==> src/rtl/spi_ctrl_pkg.sv <==
// Shared definitions for the multi-channel SPI control register bank:
// field positions, default write masks and per-channel state encoding.
package spi_ctrl_pkg;

    localparam int unsigned SendBit   = 0;
    localparam int unsigned CsCtrlBit = 1;
    localparam int unsigned All1sBit  = 2;
    localparam int unsigned All0sBit  = 3;
    localparam int unsigned NTxEndLsb = 4;
    localparam int unsigned NTxEndW   = 9;
    localparam int unsigned NRxEndLsb = 16;
    localparam int unsigned NRxEndW   = 10;

    localparam logic [31:0] HostWmaskDef = 32'h03FF_1FFE;
    localparam logic [31:0] SpiWmaskDef  = 32'h03FF_0000;

    typedef logic [1:0] ch_state_e;
    localparam ch_state_e StIdle   = 2'd0;
    localparam ch_state_e StPend   = 2'd1;
    localparam ch_state_e StActive = 2'd2;

endpackage

==> src/rtl/spi_ctrl_reg_bank_if.sv <==
// Host bus, SPI engine write port, start handshake and completion signals of
// the register bank; slave is the bank's view, master the surrounding logic.
interface spi_ctrl_reg_bank_if #(
    parameter int unsigned NUM_CH = 4,
    parameter int unsigned DATA_W = 32
);
    localparam int unsigned CH_W = (NUM_CH > 1) ? $clog2(NUM_CH) : 1;

    logic              host_we_i;
    logic [CH_W-1:0]   host_ch_i;
    logic [DATA_W-1:0] host_data_i;
    logic              host_err_o;
    logic [CH_W-1:0]   rd_ch_i;
    logic [DATA_W-1:0] rd_data_o;
    logic              spi_we_i;
    logic [CH_W-1:0]   spi_ch_i;
    logic [DATA_W-1:0] spi_data_i;
    logic              start_valid_o;
    logic              start_ready_i;
    logic [CH_W-1:0]   start_ch_o;
    logic [DATA_W-1:0] start_cfg_o;
    logic              done_i;
    logic              done_o;
    logic [CH_W-1:0]   done_ch_o;
    logic [NUM_CH-1:0] busy_o;

    modport slave (
        input  host_we_i, host_ch_i, host_data_i, rd_ch_i, spi_we_i, spi_ch_i, spi_data_i,
               start_ready_i, done_i,
        output host_err_o, rd_data_o, start_valid_o, start_ch_o, start_cfg_o, done_o,
               done_ch_o, busy_o
    );

    modport master (
        output host_we_i, host_ch_i, host_data_i, rd_ch_i, spi_we_i, spi_ch_i, spi_data_i,
               start_ready_i, done_i,
        input  host_err_o, rd_data_o, start_valid_o, start_ch_o, start_cfg_o, done_o,
               done_ch_o, busy_o
    );

endinterface

==> src/rtl/spi_ctrl_rr_arbiter.sv <==
// Combinational round-robin pick: first requesting channel at or after ptr_i,
// wrapping at NUM_CH.
module spi_ctrl_rr_arbiter #(
    parameter int unsigned NUM_CH = 4,
    parameter int unsigned CH_W   = 2
) (
    input  logic [NUM_CH-1:0] req_i,
    input  logic [CH_W-1:0]   ptr_i,
    output logic [CH_W-1:0]   grant_o,
    output logic              found_o
);

    int unsigned idx;

    always_comb begin
        grant_o = '0;
        found_o = 1'b0;
        idx     = 0;
        for (int unsigned i = 0; i < NUM_CH; i++) begin
            idx = (32'(ptr_i) + i) % NUM_CH;
            for (int unsigned c = 0; c < NUM_CH; c++) begin
                if (!found_o && (c == idx) && req_i[c]) begin
                    found_o = 1'b1;
                    grant_o = CH_W'(c);
                end
            end
        end
    end

endmodule

==> src/rtl/spi_ctrl_reg_bank.sv <==
// Per-channel SPI control/status registers sharing one SPI engine: host arms a
// channel with SEND, a round-robin scheduler offers it, engine done clears it.
module spi_ctrl_reg_bank
    import spi_ctrl_pkg::*;
#(
    parameter int unsigned       NUM_CH     = 4,
    parameter int unsigned       DATA_W     = 32,
    parameter logic [DATA_W-1:0] HOST_WMASK = DATA_W'(HostWmaskDef),
    parameter logic [DATA_W-1:0] SPI_WMASK  = DATA_W'(SpiWmaskDef)
) (
    input logic                clk_i,
    input logic                reset_i,
    spi_ctrl_reg_bank_if.slave bus
);

    localparam int unsigned CH_W = (NUM_CH > 1) ? $clog2(NUM_CH) : 1;
    // SEND has its own path; neither mask may touch it directly.
    localparam logic [DATA_W-1:0] HostMask = HOST_WMASK & ~DATA_W'(1);
    localparam logic [DATA_W-1:0] SpiMask  = SPI_WMASK & ~DATA_W'(1);

    logic [DATA_W-1:0] regs_q [NUM_CH];
    logic [DATA_W-1:0] regs_d [NUM_CH];
    ch_state_e         st_q   [NUM_CH];
    ch_state_e         st_d   [NUM_CH];

    logic              offer_valid_q, offer_valid_d;
    logic [CH_W-1:0]   offer_ch_q, offer_ch_d;
    logic [DATA_W-1:0] offer_cfg_q, offer_cfg_d;
    logic [CH_W-1:0]   rr_q, rr_d;
    logic              done_q, done_d;
    logic [CH_W-1:0]   done_ch_q, done_ch_d;
    logic              err_q, err_d;
    logic [DATA_W-1:0] rd_q, rd_d;

    logic [NUM_CH-1:0] pend_req;
    logic              any_active;
    logic              host_ok;
    logic [CH_W-1:0]   grant;
    logic              found;
    logic [DATA_W-1:0] grant_cfg;

    always_comb begin
        pend_req   = '0;
        any_active = 1'b0;
        for (int unsigned c = 0; c < NUM_CH; c++) begin
            pend_req[c] = (st_q[c] == StPend);
            if (st_q[c] == StActive) any_active = 1'b1;
        end
    end

    spi_ctrl_rr_arbiter #(
        .NUM_CH (NUM_CH),
        .CH_W   (CH_W)
    ) u_arb (
        .req_i   (pend_req),
        .ptr_i   (rr_q),
        .grant_o (grant),
        .found_o (found)
    );

    always_comb begin
        regs_d        = regs_q;
        st_d          = st_q;
        host_ok       = 1'b0;
        done_d        = 1'b0;
        done_ch_d     = done_ch_q;
        offer_valid_d = offer_valid_q;
        offer_ch_d    = offer_ch_q;
        offer_cfg_d   = offer_cfg_q;
        rr_d          = rr_q;
        rd_d          = '0;
        grant_cfg     = '0;

        for (int unsigned c = 0; c < NUM_CH; c++) begin
            if ((32'(bus.host_ch_i) == c) && (st_q[c] == StIdle)) host_ok = 1'b1;

            if (bus.host_we_i && (32'(bus.host_ch_i) == c) && (st_q[c] == StIdle)) begin
                regs_d[c] = (regs_q[c] & ~HostMask) | (bus.host_data_i & HostMask);
                regs_d[c][SendBit] = bus.host_data_i[SendBit];
                if (bus.host_data_i[SendBit]) st_d[c] = StPend;
            end

            // Applied after the host merge so the engine wins any overlapping bit.
            if (bus.spi_we_i && (32'(bus.spi_ch_i) == c)) begin
                regs_d[c] = (regs_d[c] & ~SpiMask) | (bus.spi_data_i & SpiMask);
            end

            if (bus.done_i && (st_q[c] == StActive)) begin
                st_d[c]            = StIdle;
                regs_d[c][SendBit] = 1'b0;
                done_d             = 1'b1;
                done_ch_d          = CH_W'(c);
            end

            if (offer_valid_q && bus.start_ready_i && (32'(offer_ch_q) == c)) st_d[c] = StActive;

            if (32'(bus.rd_ch_i) == c) rd_d = regs_q[c];
            if (32'(grant) == c) grant_cfg = regs_q[c];
        end

        err_d = bus.host_we_i && !host_ok;

        if (offer_valid_q) begin
            if (bus.start_ready_i) begin
                offer_valid_d = 1'b0;
                rr_d = (32'(offer_ch_q) == NUM_CH - 1) ? '0 : offer_ch_q + 1'b1;
            end
        end else if (!any_active && found) begin
            offer_valid_d = 1'b1;
            offer_ch_d    = grant;
            offer_cfg_d   = grant_cfg;
        end
    end

    always_ff @(posedge clk_i or negedge reset_i) begin
        if (!reset_i) begin
            for (int unsigned c = 0; c < NUM_CH; c++) begin
                regs_q[c] <= '0;
                st_q[c]   <= StIdle;
            end
            offer_valid_q <= 1'b0;
            offer_ch_q    <= '0;
            offer_cfg_q   <= '0;
            rr_q          <= '0;
            done_q        <= 1'b0;
            done_ch_q     <= '0;
            err_q         <= 1'b0;
            rd_q          <= '0;
        end else begin
            for (int unsigned c = 0; c < NUM_CH; c++) begin
                regs_q[c] <= regs_d[c];
                st_q[c]   <= st_d[c];
            end
            offer_valid_q <= offer_valid_d;
            offer_ch_q    <= offer_ch_d;
            offer_cfg_q   <= offer_cfg_d;
            rr_q          <= rr_d;
            done_q        <= done_d;
            done_ch_q     <= done_ch_d;
            err_q         <= err_d;
            rd_q          <= rd_d;
        end
    end

    always_comb begin
        bus.busy_o = '0;
        for (int unsigned c = 0; c < NUM_CH; c++) begin
            bus.busy_o[c] = (st_q[c] != StIdle);
        end
    end

    assign bus.host_err_o    = err_q;
    assign bus.rd_data_o     = rd_q;
    assign bus.start_valid_o = offer_valid_q;
    assign bus.start_ch_o    = offer_ch_q;
    assign bus.start_cfg_o   = offer_cfg_q;
    assign bus.done_o        = done_q;
    assign bus.done_ch_o     = done_ch_q;

endmodule

==> src/flat_wrapper.sv <==
// flat-port wrapper written by rule: the top's interface ports become plain ports
module spi_ctrl_reg_bank_flat import spi_ctrl_pkg::*;
#(
    parameter int unsigned       NUM_CH     = 4,
    parameter int unsigned       DATA_W     = 32,
    parameter logic [DATA_W-1:0] HOST_WMASK = DATA_W'(HostWmaskDef),
    parameter logic [DATA_W-1:0] SPI_WMASK  = DATA_W'(SpiWmaskDef)
)
  (clk_i, reset_i, bus_host_we_i, bus_host_ch_i, bus_host_data_i, bus_rd_ch_i, bus_spi_we_i, bus_spi_ch_i, bus_spi_data_i, bus_start_ready_i, bus_done_i, bus_host_err_o, bus_rd_data_o, bus_start_valid_o, bus_start_ch_o, bus_start_cfg_o, bus_done_o, bus_done_ch_o, bus_busy_o);
  spi_ctrl_reg_bank_if #(.NUM_CH(NUM_CH), .DATA_W(DATA_W)) bus_i ();
  input logic clk_i;
  input logic reset_i;
  input wire logic [$bits(bus_i.host_we_i)-1:0] bus_host_we_i;
  input wire logic [$bits(bus_i.host_ch_i)-1:0] bus_host_ch_i;
  input wire logic [$bits(bus_i.host_data_i)-1:0] bus_host_data_i;
  input wire logic [$bits(bus_i.rd_ch_i)-1:0] bus_rd_ch_i;
  input wire logic [$bits(bus_i.spi_we_i)-1:0] bus_spi_we_i;
  input wire logic [$bits(bus_i.spi_ch_i)-1:0] bus_spi_ch_i;
  input wire logic [$bits(bus_i.spi_data_i)-1:0] bus_spi_data_i;
  input wire logic [$bits(bus_i.start_ready_i)-1:0] bus_start_ready_i;
  input wire logic [$bits(bus_i.done_i)-1:0] bus_done_i;
  output wire logic [$bits(bus_i.host_err_o)-1:0] bus_host_err_o;
  output wire logic [$bits(bus_i.rd_data_o)-1:0] bus_rd_data_o;
  output wire logic [$bits(bus_i.start_valid_o)-1:0] bus_start_valid_o;
  output wire logic [$bits(bus_i.start_ch_o)-1:0] bus_start_ch_o;
  output wire logic [$bits(bus_i.start_cfg_o)-1:0] bus_start_cfg_o;
  output wire logic [$bits(bus_i.done_o)-1:0] bus_done_o;
  output wire logic [$bits(bus_i.done_ch_o)-1:0] bus_done_ch_o;
  output wire logic [$bits(bus_i.busy_o)-1:0] bus_busy_o;
  assign bus_i.host_we_i = bus_host_we_i;
  assign bus_i.host_ch_i = bus_host_ch_i;
  assign bus_i.host_data_i = bus_host_data_i;
  assign bus_i.rd_ch_i = bus_rd_ch_i;
  assign bus_i.spi_we_i = bus_spi_we_i;
  assign bus_i.spi_ch_i = bus_spi_ch_i;
  assign bus_i.spi_data_i = bus_spi_data_i;
  assign bus_i.start_ready_i = bus_start_ready_i;
  assign bus_i.done_i = bus_done_i;
  assign bus_host_err_o = bus_i.host_err_o;
  assign bus_rd_data_o = bus_i.rd_data_o;
  assign bus_start_valid_o = bus_i.start_valid_o;
  assign bus_start_ch_o = bus_i.start_ch_o;
  assign bus_start_cfg_o = bus_i.start_cfg_o;
  assign bus_done_o = bus_i.done_o;
  assign bus_done_ch_o = bus_i.done_ch_o;
  assign bus_busy_o = bus_i.busy_o;
  spi_ctrl_reg_bank #(.NUM_CH(NUM_CH), .DATA_W(DATA_W), .HOST_WMASK(HOST_WMASK), .SPI_WMASK(SPI_WMASK)) u_core (.clk_i(clk_i), .reset_i(reset_i), .bus(bus_i));
endmodule
==> config.mk <==
export PLATFORM = sky130hd
export DESIGN_NAME = spi_ctrl_reg_bank_flat
export DESIGN_NICKNAME = d
export VERILOG_FILES = /design/src/rtl/spi_ctrl_pkg.sv /design/src/rtl/spi_ctrl_reg_bank_if.sv /design/src/rtl/spi_ctrl_rr_arbiter.sv /design/src/rtl/spi_ctrl_reg_bank.sv /design/src/flat_wrapper.sv
export SDC_FILE = /design/constraint.sdc
export NUM_CORES = 1
export LEC_CHECK = 0
export ABC_AREA = 0
export BUFFER_PORTS_ARGS = -buffer_cell sky130_fd_sc_hd__buf_2
export CORE_MARGIN = 10
export CORE_UTILIZATION = 40
export CTS_CLUSTER_DIAMETER = 40
export DETAILED_ROUTE_END_ITERATION = 10
export PLACE_DENSITY_LB_ADDON = 0.3
export SYNTH_ARGS = -nofsm -noshare
export SYNTH_HDL_FRONTEND = slang
export SYNTH_SLANG_ARGS = --single-unit
==> constraint.sdc <==
create_clock -name clk_i -period 5.4 [get_ports clk_i]
set_input_delay 0.81 -clock clk_i [delete_from_list [all_inputs] [get_ports clk_i]]
set_output_delay 0.81 -clock clk_i [all_outputs]
set_load 0.01 [all_outputs]
==> summary.txt, run 1 <==
STA
  – RSZ-0062 raised after global routing: no
  – Slew Limit Fails: 0
  – Period Utilization, post-route: between 50% and 60%
  – Setup ws final: ~2.7 ns
  – Max Freq: roughly 360 MHz
  – Final clock skew: a little over 0.007 ns
  – Rel. slew slack: roughly 28%
  – Final Hold Viols: 0
  – Setup TNS: 0 ns
  – Worst slew pin tran: ~1.1 ns
  – Tmin final: ~2.7 ns
  – Final setup vio count: 0

Route
  – Final antenna-violating net count: 0
  – Via count: 5850
  – Vias per inst: roughly 5.4
  – 1st-iter DRT viols: 528
  – DRC viols: 0
  – DRT Pass-1 Iters: 5
  – WL/cell: approximately 20 um
  – Final wirelength: between 20000 and 25000 um

Logic synthesis
  – Dominant cell type by area after synthesis: dfrtp_1
  – Number of synthesized flops with an enable pin: 0
  – Post-Syn Area: ~7700 um^2
  – Synth Warn #: 0
  – Synth Instances: between 700 and 800
  – Avg Cell Area, Syn: between 10 and 15 um^2
  – Asr flop ratio synth: 100%
  – Post-synth cell types: a little under 60
  – Seq cells post-synth: 155
  – Register area share after synthesis: between 50 and 60%
  – Yosys top cell area share: between 50 and 60%
  – Top cells by area, synth: dfrtp_1 50%, nand2_1 7.1%, mux4_2 6.7%
  – Top_reg_cell synth: dfrtp_1

Job
  – MaxCap Viol Count: 0

Clock network
  – Post-cts sizing count: 0
  – Hold buffers post-CTS: 0
  – Clk root buf: clkbuf_16
  – Clk Latency, worst-skew pair: 0.42 ns
  – Cts bufs inserted: 17
  – Clk slew on worst S/H paths: 0.06 ns
  – Postcts setup bufs: 0
  – Clk sink count: 155
  – CTS tree: yes
  – Max clock buf depth: 2
  – H-tree depth: 4

Power
  – PwrDens: around 610 nW/um^2
  – Leakage: a little over 4 nW
  – Tot Pwr: 5.41 mW
  – Max IR drop VDD: 0.000279 V

Floorplan
  – Num rows: 50
  – Initial Util: 41.0%
  – Top Ports: ~150
  – Die width: 159 um
  – Total die area: around 25000 um^2
  – Die Y-Extent: around 160 um
  – Core box area: approximately 19000 um^2

Final layout
  – Share of post-route cells with drive strength above 1: between 20% and 30%
  – Final #Nets: between 800 and 900
  – Area growth syn-to-layout: 15.1%

Hold path
  – HP Class: input pin to asynchronous set/reset pin

Worst setup path
  – Critical path class: flop to flop
  – Reg2reg start: u_core.st_q[0]
  – Critical Path Sink Type: flop
  – Crit path arrival time: between 3 and 4 ns
  – Slowest-stage cell, CP: nand4_1
  – Worst Setup SP: u_core.st_q[0]
  – CP required: 5.74 ns
  – Worst-path cell chain: nor2_1, nand4_1, buf_4, inv_1, nand2_1, a21oi_1
  – CP Launch Type: flop
  – CP max stage delay: 0.66 ns
  – Buf/Inv on CP: 2
  – Max FO, Critical Path: 14
  – Crit path max-delay family: buffers and inverters

Status
  – Status: complete, no violations

GRT
  – Largest net degree at the start of global routing: 94
  – Initial antenna violation count: 3
  – GRT Util Overall: 17.0%
  – Grt ovf: 0
  – Global-route wire length before repair: between 30000 and 40000 um
  – Number of global-route vias before repair: a little over 6000

Placement
  – PortBufs: 101
  – RD Place Congestion: 0.832
  – Post-DP HPWL: around 13000 um
  – Pre-CTS WS: between 2 and 2.5 ns
-- worst register-to-register path: cells and delay by family (launching register included) --
| family | cells | cell delay (ns) |
|---|---|---|
| buffers and inverters | 2 | 1.08 |
| AND/OR/NAND/NOR | 3 | 1.00 |
| flip-flops | 1 | 0.43 |
| AO/OA/AOI/OAI | 1 | 0.15 |
-- layer usage --
layer	GRT usage, %	vias up	part of all wire (%)
met1	21.8	2937	45
met5	0	-	0.056
li1	-	2685	-
met4	4.42	2	1.1
met2	27.8	202	48
met3	4.91	24	6.2
-- kinds of logic after synthesis --
kind of cell / Yosys count / share of synthesized area [%]
adders and majority gates: 4 / 0.648
AOI/OAI and AO/OA: 165 / 14.0
other: 1 / 0.0486
buffers and inverters: 80 / 6.30
and+or+nand+nor: 236 / 13.9
muxes: 82 / 14.8
DFF: 155 / 50.2
-- cells in the mapped netlist, types with 3 or more instances --
master and instances:
a21boi_0 23, and2b_2 3, and3_1 21, buf_6 3, nand2_1 146, mux2i_1 33, mux4_2 23, clkbuf_1 23
nand3b_1 3, buf_2 10, dfrtp_1 155, o21ai_1 15, ha_1 4, nor2_1 35, o22ai_1 17, o21ai_0 31
buf_4 23, o22ai_2 8, a21o_1 3, a21oi_1 22, a31oi_1 32, inv_1 14, a211oi_1 3, mux2_2 26
-- state kept, by name (all words and copies together), names as in the netlist --
register                  count
u_core.bus.done_ch_o          2
u_core.bus.done_o             1
u_core.bus.host_err_o         1
u_core.bus.rd_data_o         23
u_core.bus.start_cfg_o       23
u_core.bus.start_ch_o         2
u_core.bus.start_valid_o      1
u_core.regs_q                92
u_core.rr_q                   2
u_core.st_q                   8
-- layout by cell type, fill, tap and decap left out, types with 4 or more instances in the layout --
master / n
buf_2: 100
o22ai_2: 9
a21boi_0: 23
nand2_1: 146
dfrtp_1: 155
buf_4: 10
inv_1: 14
mux2_2: 26
mux4_2: 23
nor2_1: 35
clkbuf_16: 17
ha_1: 4
o22ai_1: 16
a31oi_1: 32
clkinv_2: 4
mux2i_1: 33
a21oi_1: 21
o21ai_0: 31
conb_1: 18
o21ai_1: 15
and3_1: 21
-- metrics by stage --
| stage | std cells | util (%) | hold slack, ns | area [um^2] |
|---|---|---|---|---|
| floorplan | 740 | - | 0.455 | 7780 |
| global placement | 1045 | 44.0 | 0.477 | 8290 |
| detailed placement | 1045 | 44.0 | 0.485 | 8290 |
| CTS | 1075 | 47.2 | 0.500 | 8880 |
| global route | 1075 | 47.2 | 0.528 | 8880 |
| finish | 1076 | 47.2 | 0.470 | 8890 |
-- final timing paths --
kind / to / slack, ns / cells after the start
max in group asynchronous: u_core.bus.start_cfg_o[6] / 3.93 / 2
worst min-delay path: u_core.bus.rd_data_o[23] / 0.47 / 1
worst min register to register: u_core.regs_q[71] / 0.50 / 2
worst max-delay path: u_core.regs_q[0] / 2.66 / 6
worst max register to register: u_core.regs_q[0] / 2.66 / 6
min in group clk_i: u_core.regs_q[71] / 0.50 / 2
-- final cells by class --
cell class	count	area (um^2)
sequential	155	3880
timing repair buffer	111	587
tap	260	325
fill	1783	9940
clock inverter	8	118
multi-input combinational	505	3450
antenna	1	2.50
clock buffer	22	474
inverter	14	52.6
-- report_power, final --
part           leakage, nW  internal, mW  switching, mW
Sequential            1.86          1.68          0.376
Clock                0.292         0.755          0.461
Combinational         1.91         0.930           1.21
(Power assumes the default switching activity.)
==> run 2: changes to the inputs <==
Clock period 5.4 ns to 2.5 ns, I/O delays scaled along.
==> summary.txt, run 2 (synthesis results as in run 1) <==
Route
  – Final antenna-violating net count: 0 (unchanged)
  – DRT Pass-1 Iters: 5 (unchanged)
  – Via count: 5708 (-2.4%)
  – WL/cell: 19.2 um (-3.9%)
  – Vias per inst: 5.24 (-3.6%)
  – 1st-iter DRT viols: 413 (-22%)
  – Final wirelength: 20900 um (-2.7%)
  – DRC viols: 0 (unchanged)

Clock network
  – Postcts setup bufs: 0 (unchanged)
  – Max clock buf depth: 2 (unchanged)
  – Clk sink count: 155 (unchanged)
  – Clk Latency, worst-skew pair: 0.44 ns (+0.02 ns)
  – Clk root buf: clkbuf_16
  – Cts bufs inserted: 17 (unchanged)
  – H-tree depth: 4 (unchanged)
  – Clk slew on worst S/H paths: 0.06 ns (about the same)
  – Post-cts sizing count: 0 (unchanged)
  – CTS tree: yes
  – Hold buffers post-CTS: 1 (+1)

Worst setup path
  – Critical path class: flop to flop
  – Crit path arrival time: 2.44 ns (-0.65 ns)
  – Max FO, Critical Path: 22 (+8)
  – CP Launch Type: flop
  – Worst R2R End: u_core.bus.start_cfg_o[22]
  – CP required: 2.78 ns (-2.96 ns)
  – Cells on worst reg2reg path: 5 (-1)
  – Critical Path Sink Type: flop
  – Internal reg-to-reg setup slack: 0.34 ns (-2.32 ns)
  – Reg2reg start: u_core.st_q[1]

STA
  – Slew Limit Fails: 0 (unchanged)
  – RSZ-0062 raised after global routing: no
  – Final setup vio count: 0 (unchanged)
  – Final Hold Viols: 0 (unchanged)
  – Setup TNS: 0 ns (unchanged)
  – Tmin final: 2.16 ns (-0.584 ns)
  – Max Freq: 463 MHz (+27%)
  – Final clock skew: 0.00919 ns (+0.00197 ns)
  – Rel. slew slack: 50.1% (+22 points)
  – Period Utilization, post-route: 86.4% (+36 points)
  – Worst slew pin tran: 0.749 ns (-0.328 ns)

Power
  – Comb pwr share: 40.6% (+1.1 points)
  – Clock share of power: 21.9% (-0.6 points)
  – Seq pwr share: 37.5% (-0.5 points)
  – PwrDens: 1300 nW/um^2 (+110%)
  – Switching share of power: 38.1% (+0.33 points)
  – Leakage: 4.14 nW (+1.8%)
  – Net Sw Power: 4.49 mW (+120%)
  – Max IR drop VDD: 0.000554 V (+98%)
  – Int Power: 7.29 mW (+120%)
  – Tot Pwr: 11.8 mW (+120%)

Hold path
  – Hold depth: 3
  – Min-Delay Endpoint: u_core.regs_q[72]
  – Worst hold start: bus_host_data_i[8]
  – HP Class: input pin to flop

Floorplan
  – Top Ports: 151 (unchanged)
  – Total die area: 25300 um^2 (unchanged)
  – Die width: 159 um (unchanged)
  – Core box area: 18800 um^2 (unchanged)
  – Die Y-Extent: 159 um (unchanged)
  – Initial Util: 41.0% (unchanged)
  – Num rows: 50 (unchanged)

Placement
  – Post-placement cell area: 8450 um^2 (+1.9%)
  – Post-DP HPWL: 13500 um (+1.2%)
  – RD Place Congestion: 0.808 (-2.9%)
  – PortBufs: 101 (unchanged)

Final layout
  – Storage cell area: 3880 um^2 (unchanged)
  – Filler instances: 1748 (-2.0%)
  – Largest Register: u_core.regs_q
  – Area growth syn-to-layout: 17.2%
  – Max reg flops: 92 (unchanged)
  – Multi-input gate area: 3450 um^2 (unchanged)
  – Most frequent cells in the layout: 155 x dfrtp_1, 146 x nand2_1, 100 x buf_2
  – Fin area: 9050 um^2 (+1.8%)
  – Share of post-route cells with drive strength above 1: 28.1% (+1.3 points)
  – Final #Nets: 896 (+1.4%)
  – Utilization of the core after routing: 48.0% (+0.86 points)
  – Commonest non-fill, non-tap cell in the layout: dfrtp_1

GRT
  – Grt ovf: 0 (unchanged)
  – Initial antenna violation count: 1 (-2)
  – Number of global-route vias before repair: 5869 (-3.4%)
  – Largest net degree at the start of global routing: 66 (-30%)
  – Global-route wire length before repair: 33700 um (-2.1%)
  – GRT Util Overall: 16.8% (-0.25 points)

Job
  – MaxCap Viol Count: 0 (unchanged)

Status
  – Status: complete, no violations
[run 2: cell count changes in the layout (fill, tap and decap cells not counted), sizes merged]
cell	previous run	this run
buf	111	122
clkbuf	22	18
clkinv	4	8
bufinv	3	2
clkinvlp	1	2
dlygate4sd3	0	1
inv	14	15
[run 2: worst max path at each step]
stage,startpoint,endpoint,slack [ns]
after floorplan,u_core.st_q[6],u_core.regs_q[101],0.69
after global placement,u_core.st_q[1],u_core.bus.start_cfg_o[12],0.38
after detailed placement,u_core.st_q[5],u_core.bus.start_cfg_o[17],0.35
after CTS,u_core.st_q[1],u_core.bus.start_cfg_o[22],0.34
after global routing,u_core.st_q[1],u_core.bus.start_cfg_o[2],0.21
final,u_core.st_q[1],u_core.bus.start_cfg_o[22],0.34
[run 2: metal layers]
layer	up-vias	track usage, %	share of wire (%)
met1	2819	22.0	46
met3	27	4.73	5.3
li1	2712	-	-
met4	0	5.27	1.5
met5	-	0	0
met2	150	26.3	47
[run 2: per-stage QoR]
step                setup WS (ns)  cells  hold WS (ns)
detailed placement          0.346   1056         0.431
global route                0.210   1088         0.172
floorplan                   0.694    740        0.0794
finish                      0.340   1089         0.169
global placement            0.380   1056         0.429
CTS                         0.336   1088         0.165
[run 2: power groups by stage]
stage               combinational, mW  sequential [mW]  clock, mW
detailed placement               4.82             4.44          0
floorplan                        3.23             4.42          0
CTS                              4.82             4.41       2.61
global route                     5.30             4.57       2.73
finish                           4.78             4.42       2.58
global placement                 4.73             4.43          0
[run 2: critical path, stage by stage (launching register included)]
cell and delay, ns:
dfrtp_1 0.39, and2b_4 0.30, nor2_2 0.07, a2111oi_4 0.45, and2b_2 0.63, a31oi_1 0.16
[run 2: cell type report]
class / count / area share, %
sequential: 155 / 42.9
multi-input combinational: 505 / 38.1
timing repair buffer: 123 / 8.34
clock buffer: 18 / 4.85
tap: 260 / 3.60
clock inverter: 13 / 1.62
inverter: 14 / 0.581
antenna: 1 / 0.0277
==> run 3: changes to the inputs <==
Settings changed: REMOVE_ABC_BUFFERS set to 1.
==> summary.txt, run 3 (synthesis results as in run 1) <==
Status
  – Status: finished with violations
  – Failing checks: DRC

Route
  – 1st-iter DRT viols: 367 (-11%)
  – WL/cell: 19.2 um (about the same)
  – DRC viols: 2 (+2)
  – Via count: 5771 (+1.1%)
  – DRT Pass-1 Iters: 8 (+3)
  – Final antenna-violating net count: 0 (unchanged)
  – Final wirelength: 21100 um (+0.89%)
  – Vias per inst: 5.26 (+0.27%)

Placement
  – Dpl cells: 1062 (+0.57%)
  – Post-DP HPWL: 13800 um (+2.2%)
  – RD Place Congestion: 0.800 (-1.1%)
  – PortBufs: 101 (unchanged)
  – Pre-CTS WS: 0.469 ns (+0.123 ns)

STA
  – Final setup vio count: 0 (unchanged)
  – Worst slew pin tran: 0.744 ns (-0.00470 ns)
  – Max Freq: 490 MHz (+5.9%)
  – Rel. slew slack: 50.4% (+0.31 points)
  – Setup ws final: 0.461 ns (+0.120 ns)
  – Final Hold Viols: 0 (unchanged)
  – Tmin final: 2.04 ns (-0.120 ns)
  – Period Utilization, post-route: 81.6% (-4.8 points)
  – WHS: 0.181 ns (+0.0123 ns)
  – Slew Limit Fails: 0 (unchanged)
  – RSZ-0062 raised after global routing: no
  – Final clock skew: 0.0102 ns (+0.000977 ns)

Final layout
  – Max reg flops: 92 (unchanged)
  – Share of post-route cells with drive strength above 1: 28.4% (+0.24 points)
  – Utilization of the core after routing: 47.9% (-0.15 points)
  – Largest Register: u_core.regs_q
  – Final #Nets: 902 (+0.67%)
  – Fin cells: 1098 (+0.83%)
  – Commonest non-fill, non-tap cell in the layout: dfrtp_1
  – Area growth syn-to-layout: 16.8%
  – Most frequent cells in the layout: 155 x dfrtp_1, 146 x nand2_1, 100 x buf_2

Clock network
  – Postcts setup bufs: 0 (unchanged)
  – CTS tree: yes
  – H-tree depth: 4 (unchanged)
  – Clk Latency, worst-skew pair: 0.43 ns (about the same)
  – Clk sink count: 155 (unchanged)
  – Max clock buf depth: 2 (unchanged)
  – Clk slew on worst S/H paths: 0.06 ns (about the same)
  – Cts bufs inserted: 17 (unchanged)
  – Post-cts sizing count: 0 (unchanged)
  – Clk root buf: clkbuf_16

Floorplan
  – Total die area: 25300 um^2 (unchanged)
  – Core box area: 18800 um^2 (unchanged)
  – Die width: 159 um (unchanged)
  – Num rows: 50 (unchanged)
  – Die Y-Extent: 159 um (unchanged)
  – Top Ports: 151 (unchanged)
  – Initial Util: 41.0% (unchanged)

Worst setup path
  – Slowest-stage cell, CP: a2111oi_4
  – CP required: 2.79 ns (about the same)
  – Total stage count of the critical path: 8 (+3)
  – Worst Setup EP: u_core.bus.start_cfg_o[5]
  – Buf/Inv on CP: 2 (+2)
  – Cells on worst reg2reg path: 8 (+3)
  – Critical path class: flop to flop
  – Internal reg-to-reg setup slack: 0.46 ns (+0.12 ns)
  – CP Launch Type: flop
  – CP max stage delay: 0.42 ns (-0.21 ns)
  – Critical Path Sink Type: flop
  – Top cell by count, worst path: buf_4
  – Crit path arrival time: 2.33 ns (-0.11 ns)
  – Crit path max-delay family: compound AO/OA/AOI/OAI gates
  – Worst R2R End: u_core.bus.start_cfg_o[5]
  – Worst-path cell chain: and2b_4, nor2_2, a2111oi_4, buf_4, nand2_2, buf_4, o22ai_1, a31oi_1
  – Worst Setup SP: u_core.st_q[1]
  – Reg2reg start: u_core.st_q[1]
  – Max FO, Critical Path: 14 (-36%)

Power
  – PwrDens: 1280 nW/um^2 (-1.8%)
  – Max IR drop VDD: 0.000787 V (+42%)
  – Clock share of power: 20.4% (-1.5 points)
  – Tot Pwr: 11.5 mW (-2.1%)
  – Net Sw Power: 4.43 mW (-1.4%)
  – Seq pwr share: 38.4% (+0.9 points)
  – Comb pwr share: 41.2% (+0.6 points)
  – Int Power: 7.10 mW (-2.5%)
  – Switching share of power: 38.4% (+0.25 points)
  – Leakage: 4.13 nW (-0.13%)

GRT
  – Global-route wire length before repair: 33300 um (-1.0%)
  – Number of global-route vias before repair: 5885 (+0.27%)
  – Grt ovf: 0 (unchanged)
  – Initial antenna violation count: 4 (+3)
  – GRT Util Overall: 16.6% (-0.23 points)
  – Largest net degree at the start of global routing: 58 (-12%)

Job
  – MaxCap Viol Count: 0 (unchanged)

Hold path
  – HP Class: input pin to flop
[run 3: layer usage]
layer	up-vias	GRT usage, %	wire [um]
met1	2819	20.4	9090
met3	20	4.23	1230
li1	2733	-	-
met2	197	27.7	10500
met5	-	0	18
met4	2	5.48	309
[run 3: stage by stage]
stage,cell area (um^2),TNS [ns]
after global placement,8470,0
after detailed placement,8470,0
final,9020,0
after floorplan,7350,-6.28
after global routing,9020,0
after CTS,9010,0
[run 3: how the worst min path moves through the flow]
stage | startpoint | endpoint | slack (ns) | cells after the start
6_report | bus_host_data_i[5] | u_core.regs_q[69] | 0.18 | 3
3_3_place_gp | reset_i | u_core.bus.start_valid_o | 0.40 | 1
5_1_grt | bus_host_data_i[12] | u_core.regs_q[76] | 0.19 | 3
2_1_floorplan | reset_i | u_core.bus.done_ch_o[0] | 0.08 | 0
4_1_cts | bus_host_data_i[5] | u_core.regs_q[5] | 0.17 | 3
3_5_place_dp | reset_i | u_core.bus.start_ch_o[0] | 0.40 | 1
[run 3: worst min-delay path, cell delays in order]
cell and delay [ns]:
buf_2 0.11, nand2_1 0.05, nand2_1 0.04
[run 3: power by group through the flow]
stage	clock network (mW)	logic [mW]	registers (mW)
final	2.35	4.75	4.43
after CTS	2.40	4.81	4.42
after global placement	0	4.70	4.43
after floorplan	0	2.84	4.43
after detailed placement	0	4.78	4.45
after global routing	2.52	5.24	4.58
[run 3: area by class of cell]
| class | instances | area, um^2 |
|---|---|---|
| Sequential cell | 155 | 3880 |
| Clock buffer | 22 | 464 |
| Inverter | 14 | 52.6 |
| Multi-Input combinational cell | 505 | 3450 |
| Timing Repair Buffer | 129 | 774 |
| Fill cell | 1762 | 9810 |
| Clock inverter | 10 | 68.8 |
| Tap cell | 260 | 325 |
| Antenna cell | 3 | 7.51 |
[run 3: what timing repair did]
item,CTS,global route
hold endpoints to repair,53,0
endpoints found under the setup margin,0,0
hold buffers,1,0
